File: src/rtl/spi_flash_arb.sv
// Two-master arbiter for one SPI boot-flash port: whole-transaction grants with
// round-robin ties, a forced CS-high guard gap between owners and a per-grant watchdog.
module spi_flash_arb #(
    parameter int gap   = 4,
    parameter int tmo_w = 20
) (
    input  logic clk,
    input  logic rst_n,
    input  logic req0,
    input  logic req1,
    output logic gnt0,
    output logic gnt1,
    input  logic m0_sclk,
    input  logic m0_cs,
    input  logic m0_mosi,
    input  logic m1_sclk,
    input  logic m1_cs,
    input  logic m1_mosi,
    output logic m0_miso,
    output logic m1_miso,
    output logic spi_clk,
    output logic spi_cs,
    output logic spi_mosi,
    input  logic spi_miso,
    input  logic err_clr,
    output logic timeout_err,
    output logic busy
);

    localparam int GW = (gap > 1) ? $clog2(gap) : 1;
    localparam logic [GW-1:0] GAP_LAST = GW'(gap - 1);

    typedef enum logic [1:0] {
        ST_IDLE = 2'd0,
        ST_OWN0 = 2'd1,
        ST_OWN1 = 2'd2,
        ST_GAP  = 2'd3
    } state_t;

    state_t           state_q, state_d;
    logic             last_q, last_d;
    logic [tmo_w-1:0] wd_q, wd_d;
    logic [GW-1:0]    gap_q, gap_d;
    logic             lock0_q, lock0_d;
    logic             lock1_q, lock1_d;
    logic             err_q, err_d;
    logic             sclk_q, sclk_d;
    logic             cs_q, cs_d;
    logic             mosi_q, mosi_d;
    logic             elig0, elig1, revoke;

    assign elig0 = req0 & ~lock0_q;
    assign elig1 = req1 & ~lock1_q;

    always_ff @(posedge clk) begin
        if (!rst_n) begin
            state_q <= ST_IDLE;
            last_q  <= 1'b1;
            wd_q    <= '0;
            gap_q   <= '0;
            lock0_q <= 1'b0;
            lock1_q <= 1'b0;
            err_q   <= 1'b0;
            sclk_q  <= 1'b0;
            cs_q    <= 1'b1;
            mosi_q  <= 1'b0;
        end else begin
            state_q <= state_d;
            last_q  <= last_d;
            wd_q    <= wd_d;
            gap_q   <= gap_d;
            lock0_q <= lock0_d;
            lock1_q <= lock1_d;
            err_q   <= err_d;
            sclk_q  <= sclk_d;
            cs_q    <= cs_d;
            mosi_q  <= mosi_d;
        end
    end

    // Release is checked before the watchdog so a coinciding drop of req is not an error.
    always_comb begin
        state_d = state_q;
        revoke  = 1'b0;
        unique case (state_q)
            ST_IDLE: begin
                if (elig0 && elig1) state_d = last_q ? ST_OWN0 : ST_OWN1;
                else if (elig0)     state_d = ST_OWN0;
                else if (elig1)     state_d = ST_OWN1;
            end
            ST_OWN0: begin
                if (!req0) begin
                    state_d = ST_GAP;
                end else if (&wd_q) begin
                    state_d = ST_GAP;
                    revoke  = 1'b1;
                end
            end
            ST_OWN1: begin
                if (!req1) begin
                    state_d = ST_GAP;
                end else if (&wd_q) begin
                    state_d = ST_GAP;
                    revoke  = 1'b1;
                end
            end
            ST_GAP: begin
                if (gap_q == GAP_LAST) state_d = ST_IDLE;
            end
            default: state_d = ST_IDLE;
        endcase
    end

    always_comb begin
        last_d = last_q;
        if (state_q == ST_IDLE && state_d == ST_OWN0) last_d = 1'b0;
        if (state_q == ST_IDLE && state_d == ST_OWN1) last_d = 1'b1;

        wd_d  = ((state_q == ST_OWN0 || state_q == ST_OWN1) && state_d == state_q)
                ? wd_q + 1'b1 : '0;
        gap_d = (state_q == ST_GAP && state_d == ST_GAP) ? gap_q + 1'b1 : '0;

        lock0_d = lock0_q;
        if (revoke && state_q == ST_OWN0) lock0_d = 1'b1;
        if (!req0)                        lock0_d = 1'b0;
        lock1_d = lock1_q;
        if (revoke && state_q == ST_OWN1) lock1_d = 1'b1;
        if (!req1)                        lock1_d = 1'b0;

        if (revoke)       err_d = 1'b1;
        else if (err_clr) err_d = 1'b0;
        else              err_d = err_q;

        // Pins follow the owner only while it keeps the grant; any hand-off edge idles them.
        sclk_d = 1'b0;
        cs_d   = 1'b1;
        mosi_d = 1'b0;
        if (state_q == ST_OWN0 && state_d == ST_OWN0) begin
            sclk_d = m0_sclk;
            cs_d   = m0_cs;
            mosi_d = m0_mosi;
        end else if (state_q == ST_OWN1 && state_d == ST_OWN1) begin
            sclk_d = m1_sclk;
            cs_d   = m1_cs;
            mosi_d = m1_mosi;
        end
    end

    always_comb begin
        gnt0        = (state_q == ST_OWN0);
        gnt1        = (state_q == ST_OWN1);
        busy        = (state_q != ST_IDLE);
        m0_miso     = gnt0 & spi_miso;
        m1_miso     = gnt1 & spi_miso;
        spi_clk     = sclk_q;
        spi_cs      = cs_q;
        spi_mosi    = mosi_q;
        timeout_err = err_q;
    end

endmodule

File: config.mk
export PLATFORM = sky130hd
export DESIGN_NAME = spi_flash_arb
export DESIGN_NICKNAME = d
export VERILOG_FILES = /design/src/rtl/spi_flash_arb.sv
export SDC_FILE = /design/constraint.sdc
export NUM_CORES = 1
export LEC_CHECK = 0
export BUFFER_PORTS_ARGS = -buffer_cell sky130_fd_sc_hd__buf_2
export CAP_MARGIN = 20
export CORE_MARGIN = 1
export CORE_UTILIZATION = 40
export DETAILED_ROUTE_END_ITERATION = 10
export GPL_TIMING_DRIVEN = 0
export PLACE_DENSITY = 0.7
export REMOVE_ABC_BUFFERS = 1
export SLEW_MARGIN = 15
export SYNTH_ARGS = -nofsm -noshare
export SYNTH_HDL_FRONTEND = slang
export SYNTH_SLANG_ARGS = --single-unit
export TNS_END_PERCENT = 20
File: constraint.sdc
create_clock -name clk -period 5.1 [get_ports clk]
set_clock_uncertainty 0.05 [all_clocks]
set_input_delay 0.765 -clock clk [delete_from_list [all_inputs] [get_ports clk]]
set_output_delay 0.765 -clock clk [all_outputs]
set_load 0.01 [all_outputs]
==> reports/metrics.cfg <==
[yosys]
ys_types = 46
netlist_instances = 187
avgSynthCellArea_um2 = 8.72
yosysWarningCount = 0
syn-cell-area_um2 = 1630
yosys_register_bits = 31
ys_async_sr_fraction_pct = 0
yosysSeqAreaShare_pct = 38.0
synth-edff-count = 0
synthFlopType = dfxtp_1

[detailed_routing]
num_vias = 1386
wl_per_cell_um = 12.2
viasPerCell = 5.35
drt_iter0_markers = 52
drc = 0
wl_mm = 3.15
firstDrtPassIters = 4
postRouteAntennaNets = 0

[clock_tree]
cts.sinks = 31
cts_tree = done
cts.root.buffer_cell = clkbuf_8
clk_latency_ns = 0.28
post_cts_resize_count = 0
clock_path_buffers = 2
numCtsBuffers = 5
clkTransAtPathRegs_ns = 0.06
post_cts.repair.setup_buffers = 0
htreeDepth = 2
cts_hold_buf = 0

[floorplanning]
initial_core_util_pct = 43.0
die_height_um = 65.9
die-area_um2 = 4340
fp.dieW_um = 65.9
rows = 22
ios = 21
core_area_um2 = 3800

[pwr]
clkPwrFrac_pct = 27.4
seqPwrFrac_pct = 36.5
p_sw_share_pct = 34.9
p_sw_mw = 0.264
p_per_area_nw_per_um2 = 401
power.leakage_nw = 0.701
intPower_mw = 0.493
ir_worst_vdd_uv = 169
combPwrFrac_pct = 36.1

[timing]
slew_viol_final = 0
hold_slack_ns = 0.371
max_freq_mhz = 399
max-slew-margin-rel_pct = 48.2
tns_ns = 0
final.min_clock_period_ns = 2.51
setup_viol = 0
tightest_slew_ns = 0.777
rsz0062_at_grt = false
fin_crit_sh_pct = 49.1
final-hold-violation-count = 0

[placement]
place.gp.congestion = 0.835
placedCellCount = 251
io_buffers = 20
hpwl_mm = 2.32

[setup_path]
critPathKind = reg2reg
path_max_fanout = 18
cp-start-kind = register
crit_required_ns = 5.18
crit_path_end_kind = register
arrival_ns = 2.58

[final_layout]
fin_cells = 259
area_growth_pct = 15.7
drive_above_1_share_pct = 18.5
finish.utilization_pct = 49.7
multi_input_area_um2 = 940
layout_common_cells = dfxtp_1, nor3_1, buf_2, inv_1, nand2_1
n_fill_cell = 394
layout.nets = 228
num_antenna_cells = 0
register_area_um2 = 621
final_common_cell = dfxtp_1

[grt]
grt_max_degree = 21
grt_antenna_before_repair = 0
grt_pass1_vias = 1254
grtUsageTotal_pct = 16.6
grt_pass1_wl_mm = 5.44
grt-ovfl-total = 0

[job]
max-cap-violations = 0

[outcome]
status = finished, final reports clean

[hold_path]
hold_path_class = reg2reg

## power groups by stage
stage                     clock, mW  sequential [mW]  combinational [mW]
after floorplan                   0            0.278               0.192
after global placement            0            0.281               0.257
after detailed placement          0            0.282               0.271
after CTS                     0.215            0.276               0.271
after global routing          0.226            0.279               0.305
final                         0.207            0.276               0.273
## layout make-up
class	count	area share, %
timing repair buffer	21	5.90
clock buffer	8	5.30
tap	48	3.18
sequential	31	32.9
inverter	15	2.98
multi-input combinational	136	49.8
## state kept, by name, summed over array words and instances, names as in the netlist
signal,count
state_q,2
last_q,1
spi_cs,1
wd_q,20
gap_q,2
timeout_err,1
lock0_q,1
spi_clk,1
lock1_q,1
spi_mosi,1
## kinds of logic (layout without fill, tap and decap cells)
logic type,count (synthesis),after routing,synth area share (%)
AND/OR/NAND/NOR,86,86,30.2
adder cells (fa/ha/maj),6,6,4.60
multiplexers,1,1,0.614
AO/OA/AOI/OAI,25,25,12.0
buffers and inverters,20,44,4.91
flip-flops,31,31,38.0
XOR/XNOR,18,18,9.66
## path summary, 6_finish.rpt
check                                            from                   to  slack (ns)  cells past startpoint
worst max register to register  state_q[0]$_SDFF_PN0_   wd_q[9]$_SDFF_PN0_        2.59                      8
worst min-delay path              gap_q[0]$_SDFF_PN0_  gap_q[0]$_SDFF_PN0_        0.37                      1
worst min register to register    gap_q[0]$_SDFF_PN0_  gap_q[0]$_SDFF_PN0_        0.37                      1
worst max-delay path            state_q[0]$_SDFF_PN0_   wd_q[9]$_SDFF_PN0_        2.59                      8
## cell usage after synthesis (2+ instances only)
cell / n / area share, %
nor2_1: 10 / 2.3
or2_2: 2 / 0.77
a32oi_1: 2 / 1.1
nand3_1: 10 / 3.1
inv_1: 15 / 3.5
dfxtp_1: 31 / 38
ha_1: 6 / 4.6
nor4_1: 3 / 1.2
a31oi_1: 2 / 0.77
nand2_1: 11 / 2.5
a2bb2oi_1: 4 / 2.1
buf_2: 4 / 1.2
o21ai_0: 3 / 0.92
a32o_1: 2 / 1.2
and2_1: 3 / 1.2
nand4_1: 7 / 2.7
and3_1: 3 / 1.2
xnor2_1: 9 / 4.8
a21oi_1: 3 / 0.92
nand2b_1: 2 / 0.77
nor3_1: 21 / 6.4
xor2_1: 9 / 4.8
and3b_1: 2 / 1.1
## metal layers
layer  vias to the layer above  routed length [µm]  GRT usage [%]
met4                         0                  44           5.98
met1                       637                1480           20.1
met3                         6                 143           6.03
met2                        25                1480           26.7
li1                        718                   -              -
met5                         -                   0              0
## critical path: stages (launching register included)
cell	delay, ns
dfxtp_1	0.49
inv_1	0.14
ha_1	0.35
and3b_1	0.23
a32oi_1	0.46
a2bb2oi_1	0.18
o2111ai_2	0.15
buf_6	0.22
nor3_1	0.08
## stage by stage
step / worst slack [ns] / cell area [µm²] / power [mW]
global placement: 2.07 / 1770 / 0.538
floorplan: 2.73 / 1610 / 0.470
detailed placement: 2.51 / 1790 / 0.552
global route: 2.34 / 1890 / 0.810
CTS: 2.63 / 1890 / 0.763
finish: 2.59 / 1890 / 0.756
Note: power is estimated with default switching activity, not from simulation.
